==> src/rtl/pim_pkg.sv <==
// rtl/pim_pkg.sv - shared PIM word geometry and serializer state encoding
package pim_pkg;

    localparam int PIM_WORD_W    = 32;
    localparam int PIM_ACT_WORDS = 9;

    typedef enum logic {
        IDLE = 1'b0,
        SEND = 1'b1
    } ser_state_t;

endpackage

==> src/rtl/pim_result_serializer.sv <==
// rtl/pim_result_serializer.sv - captures one wide PIM result and streams it MSB word first
module pim_result_serializer
    import pim_pkg::*;
#(
    parameter int NUM_WORDS = PIM_ACT_WORDS,
    parameter int WORD_W    = PIM_WORD_W
) (
    input  logic                        i_clk,
    input  logic                        i_rst,
    input  logic                        i_result_valid,
    input  logic [NUM_WORDS*WORD_W-1:0] i_result,
    input  logic                        i_clear,
    output logic                        o_idle,
    output logic [WORD_W-1:0]           o_data,
    output logic                        o_valid,
    input  logic                        i_ready,
    output logic [7:0]                  o_counter,
    output logic                        o_last,
    output logic                        o_overrun
);

    localparam int         VEC_W    = NUM_WORDS * WORD_W;
    localparam int         SEL_W    = $clog2(VEC_W);
    localparam logic [7:0] LAST_IDX = 8'(NUM_WORDS - 1);

    ser_state_t         r_state;
    logic [7:0]         r_counter;
    logic [VEC_W-1:0]   r_shadow;
    logic               r_overrun;

    logic               w_send;
    logic               w_last;
    logic               w_handshake;
    logic               w_idle;
    logic               w_accept;
    logic               w_drop;
    logic [7:0]         w_word_idx;
    logic [SEL_W-1:0]   w_bit_base;

    assign w_send      = (r_state == SEND);
    assign w_last      = w_send && (r_counter == LAST_IDX);
    assign w_handshake = w_send && i_ready;
    // Idle also on the final handshake so a new vector follows without a bubble.
    assign w_idle      = !w_send || (w_last && i_ready);
    assign w_accept    = i_result_valid && w_idle;
    assign w_drop      = i_result_valid && !w_idle;

    // Word 0 lives in the top bits of the shadow register.
    assign w_word_idx  = LAST_IDX - r_counter;
    assign w_bit_base  = SEL_W'(w_word_idx) * SEL_W'(WORD_W);

    always_ff @(posedge i_clk) begin
        if (i_rst) begin
            r_state   <= IDLE;
            r_counter <= '0;
            r_shadow  <= '0;
            r_overrun <= 1'b0;
        end else if (i_clear) begin
            r_state   <= IDLE;
            r_counter <= '0;
            r_overrun <= 1'b0;
        end else begin
            if (w_accept) begin
                r_shadow  <= i_result;
                r_counter <= '0;
                r_state   <= SEND;
            end else if (w_handshake) begin
                if (w_last) begin
                    r_state   <= IDLE;
                    r_counter <= '0;
                end else begin
                    r_counter <= r_counter + 8'd1;
                end
            end
            if (w_drop) begin
                r_overrun <= 1'b1;
            end
        end
    end

    assign o_idle    = w_idle;
    assign o_valid   = w_send;
    assign o_data    = w_send ? r_shadow[w_bit_base +: WORD_W] : '0;
    assign o_counter = w_send ? r_counter : '0;
    assign o_last    = w_last;
    assign o_overrun = r_overrun;

endmodule
==> config.mk <==
export PLATFORM = sky130hd
export DESIGN_NAME = pim_result_serializer
export DESIGN_NICKNAME = d
export VERILOG_FILES = /design/src/rtl/pim_pkg.sv /design/src/rtl/pim_result_serializer.sv
export SDC_FILE = /design/constraint.sdc
export NUM_CORES = 1
export LEC_CHECK = 0
export CELL_PAD_IN_SITES_DETAIL_PLACEMENT = 0
export CELL_PAD_IN_SITES_GLOBAL_PLACEMENT = 1
export CORE_MARGIN = 3
export CORE_UTILIZATION = 40
export DETAILED_ROUTE_END_ITERATION = 16
export PLACE_DENSITY_LB_ADDON = 0.1
export RECOVER_POWER = 50
export SYNTH_ARGS = -nofsm -noshare
export SYNTH_HDL_FRONTEND = slang
export SYNTH_SLANG_ARGS = --single-unit
==> constraint.sdc <==
create_clock -name i_clk -period 3.5 [get_ports i_clk]
set_clock_uncertainty 0.1 [all_clocks]
set_input_delay 0.7 -clock i_clk [delete_from_list [all_inputs] [get_ports i_clk]]
set_output_delay 0.7 -clock i_clk [all_outputs]
set_load 0.1 [all_outputs]
# Word level (Yosys, flattened, before mapping)

Cells that the tools add are included.

Register bits: 298
Bits of input ports: 293
Output and inout port bits: 44
Word-level logic and storage cells: 29

$add $sub $neg: 2
Equality and inequality tests: 1
Shift-type cells: 1
Multiplexer cells: 6
Bitwise logic cells: 1
Reduce and logical (&&, ||, !) cells: 14

Operator list:

| operator                                                        | count |
|---|---|
| 288-bit by 10-bit variable part select with 32-bit output       | 1 |
| 32-bit 2-to-1 mux                                               | 1 |
| 8-bit 2-to-1 mux                                                | 2 |
| 8-bit by 1-bit adder with 8-bit output, second input constant   | 1 |
| 8-bit by 4-bit == test with 1-bit output, second input constant | 1 |
| 1-bit logical AND                                               | 5 |
| 2-bit AND reduction                                             | 2 |
| 2-bit nonzero test                                              | 2 |
| 4-bit subtractor, first input constant                          | 1 |
| 1-bit 2-to-1 mux                                                | 3 |
| 3-bit OR reduction                                              | 1 |
| 1-bit logical NOT                                               | 2 |
| 2-bit OR reduction                                              | 1 |
| 1-bit logical OR                                                | 1 |
| 1-bit NOT                                                       | 1 |

# Depth between registers and ports, before layout

Gate-level depths: netlist of the first run.

Word-level depth: 7
Gate-level depth with buffers: 11
Mapped depth without buffers: 6

# Least setup slack after synthesis of the first run

No wires, ideal clock.

Path kind: register to output
Start point: register r_counter[0]
End point: output port o_data[0]
Arrival: 3431 ps
Data required time: 2700 ps
Slack: -731 ps
Stages on the path, launching flop included: 10
Path buffers: 4
Cell sequence: dfxtp_1 > buf_2 > buf_2 > inv_1 > ha_1 > buf_2 > clkbuf_1 > mux4_2 > mux2i_1 > o2bb2ai_1

Cells in the longest elaborated chain, start to end: 3

RTL lines:

| item                                                      | line                        | text |
|---|---|---|
| start, declared                                           | pim_result_serializer.sv:27 | `logic [7:0] r_counter;` |
| start signal, assigned                                    | pim_result_serializer.sv:72 | `r_counter <= r_counter + 8'd1;` |
| 4-bit subtractor                                          | pim_result_serializer.sv:49 | `assign w_word_idx = LAST_IDX - r_counter;` |
| 288-bit by 10-bit variable part select with 32-bit output | pim_result_serializer.sv:83 | `assign o_data = w_send ? r_shadow[w_bit_base +: WORD_W] : '0;` |
| 32-bit 2-to-1 mux                                         | pim_result_serializer.sv:83 |  |
| end, declared                                             | pim_result_serializer.sv:14 | `output logic [WORD_W-1:0] o_data,` |

Every way passes these cells.

# Worst setup path in the final report of the first run

Start point: register r_counter[1]
End point: output port o_data[21]

Same word-level chain as after synthesis.

==> results of run 1 <==
## state kept, by name, indices dropped and copies added, names as in the netlist
| register | flops |
|---|---|
| r_counter | 8 |
| o_valid | 1 |
| o_overrun | 1 |
| r_shadow | 288 |
## layout by cell type (no fill, tap or decap), types with 4 or more instances in the layout
cell type,count
xor2_1,4
mux2i_1,317
nand2b_1,576
mux4_2,64
o2bb2ai_2,29
nor2_1,14
clkbuf_1,21
clkinv_2,7
xnor2_1,4
buf_12,51
dfxtp_1,297
clkbuf_16,37
and2_1,5
clkbuf_8,6
inv_1,7
clkdlybuf4s50_1,291
## worst register-to-register path: cells and delay by family, from the launching register on
kind,cells,cell delay [ns]
AOI/OAI and AO/OA,1,0.25
adders and majority gates,1,0.19
buffers and inverters,2,0.75
DFF,1,0.35
muxes,1,0.34
and+or+nand+nor,2,1.17
## per-stage QoR
stage	total power, mW	setup TNS (ns)	setup WS (ns)
finish	8.38	0	0.104
global route	8.71	0	0.00130
CTS	8.51	0	0.0381
detailed placement	4.91	0	0.512
global placement	4.90	0	0.593
floorplan	4.37	-3.65	-0.128
## worst paths after layout
| kind | depth (start not counted) | endpoint | start | slack, ns |
|---|---|---|---|---|
| worst min-delay path | 2 | r_shadow[230] | r_shadow[230] | 0.37 |
| worst max-delay path | 7 | o_data[21] | r_counter[1] | 0.10 |
| worst min register to register | 2 | r_shadow[230] | r_shadow[230] | 0.37 |
| worst max register to register | 7 | r_shadow[179] | r_counter[0] | 0.27 |
## per-layer routing
layer	GRT usage [%]	up-vias	share of wire (%)
met5	0	-	0.17
met4	4.60	10	1.9
met3	4.64	60	5.7
met2	34.8	233	49
met1	25.3	5202	43
li1	-	5544	-
## power by group
part	switching, mW	internal [mW]
clock network	1.43	2.13
registers	0.0924	3.56
logic	0.472	0.691
## kinds of logic after synthesis
family	share of synthesized area, %
muxes	29.7
AOI/OAI and AO/OA	2.31
xor gates and xnor gates	0.505
and+or+nand+nor	24.4
adders and majority gates	0.160
buffers and inverters	4.64
DFF	38.2
## final cells by class
cell class                      count  area (sq um)
Fill cell                        3356         17100
Multi-Input combinational cell   1050          9200
Sequential cell                   298          5970
Timing Repair Buffer              360          4060
Clock buffer                       52          1040
Tap cell                          511           639
Clock inverter                      8          65.1
Inverter                            7          26.3
Antenna cell                        2          5.00
==> results_dict.tcl, run 1 <==
set metrics [dict create \
    final_layout_size_suffix_gt1_share_pct 12.1 \
    grt_overflow 0 \
    rsz0062_at_grt "false" \
    worst_setup_path_start_kind "flip-flop" \
    crit_arrival_ns 2.60 \
    clock-sinks 298 \
    max_slew_margin_pct 19.5 \
    io_pins 337 \
    rows 71 \
    drc 0 \
    dr.pass1.iters 4 \
    grt_util_all_layers_pct 20.0 \
    max_stage_delay_ns 0.42 \
    post-route-period-util_pct 97.0 \
    worstPathMaxFanout 32 \
    cts-root-buf "clkbuf_16" \
    dp.cells 2226 \
    area_growth_syn_to_layout_pct 34.5 \
    yosys.area.top_type_share_pct 38.2 \
    synth_fp_nets 1774 \
    end_kind "output pin" \
    holdBufCountCts 0 \
    avgSynthCellArea_sq_um 10.6 \
    syn_inst 1479 \
    post_drt_wl_per_cell_microns 18.6 \
    ys_seq_area_share_pct 38.2 \
    grt_pass1_wl_microns 65300 \
    syn-cell-area_sq_mm 0.0156 \
    clockBufferDepth 3 \
    fin_util_pct 55.1 \
    p_per_area_mw_per_mm2 399 \
    max_cap_viol_count 0 \
    stdcell_count 2288 \
    grt_pass1_vias 11600 \
    required_ns 2.70 \
    critPathKind "flip-flop to output pin" \
    max_freq_mhz 294 \
    grt_start_max_net_pins 123 \
    period_minus_slack_ns 3.40 \
    die_area_sq_mm 0.0414 \
    ys_ff_latch 298 \
    synth.distinct_cells 35 \
    ant_nets 0 \
    slew_viol_final 0 \
    htreeDepth 2 \
    ys_top_cells_by_count "nand2b_1 (576), mux2i_1 (320), dfxtp_1 (298)" \
    synth.most_common_cell "nand2b_1" \
    status "completed" \
    drt-initial-drc-count 426 \
    yosysTopAreaCell "dfxtp_1" \
    hpwlAfterDp_microns 29900 \
    drt-total-wl_microns 42600 \
    core_sq_mm 0.0381 \
    placed_area_sq_mm 0.0199 \
    cp_cell_sequence "inv_1, ha_4, buf_16, mux4_2, mux2i_2, o2bb2ai_4, buf_12" \
    cts_resized 0 \
    initial_core_util_pct 41.0 \
    crit_family "multiplexers" \
    vias 11000 \
    synth_area_leaders "dfxtp_1 (38%), nand2b_1 (23%), mux2i_1 (21%)" \
    setup_viol 0 \
    finalInstanceArea_sq_mm 0.0210 \
    cts_tree "built" \
    ys_warn_count 0 \
    async_flop_share_pct 0 \
    clk_pin_slew_ns 0.06 \
    peakVddDrop_v 0.000283 \
    via_per_inst 4.83 \
    critPathSlowestCell "dfxtp_1" \
    gp_congestion 0.829 \
    worst_skew_pair.late_latency_ns 0.51 \
    hold_viol 0 \
    post-cts-setup-buffer-count 0 \
    antenna_found_initial 5 \
    synth_edf_count 0 \
    cts_buffers 37 \
    worst_pin_slew_ns 1.21 \
    die_x_microns 204 \
    path_buf_inv 3 \
    synth_ff_type "dfxtp_1" \
    leakage_nw 7.61 \
    holdWs_ns 0.368 \
    io_buffers 336 \
    nets 2049 \
    die_y_microns 204 \
    worst_hold_path_type "flip-flop to flip-flop" \
]
Power figures use the tool's default switching activity.
==> inputs of run 2 (changes only) <==
--- a/config.mk
+++ b/config.mk
@@ -7,7 +7,6 @@
 export LEC_CHECK = 0
 export CELL_PAD_IN_SITES_DETAIL_PLACEMENT = 0
 export CELL_PAD_IN_SITES_GLOBAL_PLACEMENT = 1
-export CORE_MARGIN = 3
 export CORE_UTILIZATION = 40
 export DETAILED_ROUTE_END_ITERATION = 16
 export PLACE_DENSITY_LB_ADDON = 0.1
==> run 2 against run 1 <==
- hold slack improved by 0.0019 ns
- via count up 1.0%
- count of clock-buffer cells in the layout increased by 3
- sequential share of layout area shrank 0.13 points
- global-route usage is 1.9 points higher
- power up 0.12%
- critical endpoint is now o_data[25]
- largest cell class unchanged
==> results_dict.tcl, run 2 (synthesis results as in run 1) <==
set metrics [dict create \
    status "completed" \
    drt-initial-drc-count 344 \
    period_minus_slack_ns 3.38 \
    stdcell_count 2309 \
    worstPathMaxFanout 16 \
    peakVddDrop_v 0.000259 \
    final_layout_size_suffix_gt1_share_pct 12.8 \
    nets 2058 \
    leakage_nw 7.66 \
    final_cell_mix "nand2b_1 (576), mux2i_1 (316), dfxtp_1 (296), clkdlybuf4s50_1 (291), mux4_2 (64)" \
    holdPathStages 2 \
    cts_tree "built" \
    max_slew_margin_pct 19.1 \
    dp.cells 2237 \
    grt-busiest-layer "met2" \
    power.internal_mw 6.34 \
    io_buffers 336 \
    dr.pass1.iters 5 \
    rsz0062_at_grt "false" \
    grt_pass1_vias 11500 \
    grt_use_met1_pct 25.7 \
    worst_skew_pair.late_latency_ns 0.52 \
    worst_setup_path_start_kind "flip-flop" \
    switching_share_pct 24.4 \
    post-route-period-util_pct 96.5 \
    p_seq_share_pct 43.8 \
    worst_hold_path_type "flip-flop to flip-flop" \
    via_per_inst 4.83 \
    fin_util_pct 54.7 \
    slew_viol_final 0 \
    grt_overflow 0 \
    crit_arrival_ns 2.58 \
    largest-register "r_shadow" \
    clockBufferDepth 3 \
    vias 11200 \
    nFillCells 3443 \
    reg2reg_depth 8 \
    power.net_switching_mw 2.04 \
    worst_pin_slew_ns 1.22 \
    die_y_microns 200 \
    holdBufCountCts 0 \
    setup_viol 0 \
    die_x_microns 200 \
    final_common_cell "nand2b_1" \
    required_ns 2.70 \
    antenna_found_initial 11 \
    initial_core_util_pct 40.5 \
    setup_tns_ns 0 \
    top_regs "r_shadow x288, r_counter x8" \
    ant_nets 0 \
    end_kind "output pin" \
    area_growth_syn_to_layout_pct 35.2 \
    clock-sinks 298 \
    max_freq_mhz 296 \
    gp_congestion 0.792 \
    hold_start "r_shadow[21]" \
    min_to "r_shadow[21]" \
    critPathKind "flip-flop to output pin" \
    cts-root-buf "clkbuf_16" \
    cts_buffers 35 \
    rows 72 \
    largest_reg_flops 288 \
    regToRegStartpoint "r_counter[0]" \
    r2r_end "r_shadow[177]" \
    drc 0 \
    grt_util_all_layers_pct 21.9 \
    drt-total-wl_microns 44800 \
    grtUsageMet3_pct 5.67 \
    grt_pass1_wl_microns 65900 \
    io_pins 337 \
    pwr-share-comb_pct 14.0 \
    p_clk_share_pct 42.3 \
    core_sq_mm 0.0386 \
    post_drt_wl_per_cell_microns 19.4 \
    p_per_area_mw_per_mm2 397 \
    clk_pin_slew_ns 0.06 \
    grtUsageMet2_pct 39.4 \
    hpwlAfterDp_microns 31800 \
    hold_viol 0 \
    htreeDepth 2 \
    grt_start_max_net_pins 145 \
    die_area_sq_mm 0.0398 \
    r2r_slack_ns 0.25 \
    max_cap_viol_count 0 \
]
-- run 2: critical path: stages (launching register included) --
cell and delay, ns:
dfxtp_4 0.40, inv_1 0.10, ha_4 0.33, buf_4 0.16, nor4_4 0.19, buf_4 0.20
buf_6 0.28, o2bb2ai_2 0.18, buf_12 0.20
-- run 2: what timing repair did --
action                     in CTS  in global routing
gates resized for setup         6                  4
pin swaps                       1                  1
buffers inserted                2                  2
gates cloned                    0                  3
setup endpoints to repair      26                 27
-- run 2: power groups by stage --
stage | clock, mW | sequential (mW) | combinational [mW]
after CTS | 3.64 | 3.67 | 1.19
after global routing | 3.78 | 3.69 | 1.26
after detailed placement | 0 | 3.75 | 1.18
after global placement | 0 | 3.75 | 1.17
final | 3.54 | 3.67 | 1.17
after floorplan | 0 | 3.70 | 0.668
-- run 2: how the worst max path moves through the flow --
stage                   end         start  slack [ns]
2_1_floorplan     o_data[0]  r_counter[0]       -0.13
3_3_place_gp     o_data[20]  r_counter[0]        0.46
3_5_place_dp      o_data[6]  r_counter[1]        0.43
4_1_cts          o_data[19]  r_counter[1]      0.0008
5_1_grt        r_shadow[22]  r_counter[0]        0.02
6_report         o_data[25]  r_counter[0]        0.12
-- run 2: per-layer routing --
metal	wire length (microns)	vias to the layer above
met2	22400	242
met3	2760	64
li1	-	5569
met4	899	16
met1	18600	5272
met5	108	-
-- run 2: stage by stage --
stage	hold slack [ns]	worst slack [ns]	cell area [sq um]	total power, mW
2_1_floorplan	0.345	-0.128	15900	4.37
3_3_place_gp	0.355	0.462	20000	4.92
3_5_place_dp	0.360	0.429	20000	4.93
4_1_cts	0.373	0.000783	21100	8.50
5_1_grt	0.385	0.0185	21100	8.72
6_report	0.370	0.123	21100	8.39
-- run 2: final cells by class --
| type | count | area, sq um | area share [%] |
|---|---|---|---|
| Tap cell | 518 | 648 | 3.07 |
| Clock inverter | 7 | 37.5 | 0.178 |
| Inverter | 7 | 26.3 | 0.124 |
| Timing Repair Buffer | 371 | 4140 | 19.6 |
| Sequential cell | 298 | 5970 | 28.3 |
| Clock buffer | 55 | 1060 | 5.04 |
| Antenna cell | 3 | 7.51 | 0.0356 |
| Multi-Input combinational cell | 1050 | 9220 | 43.7 |
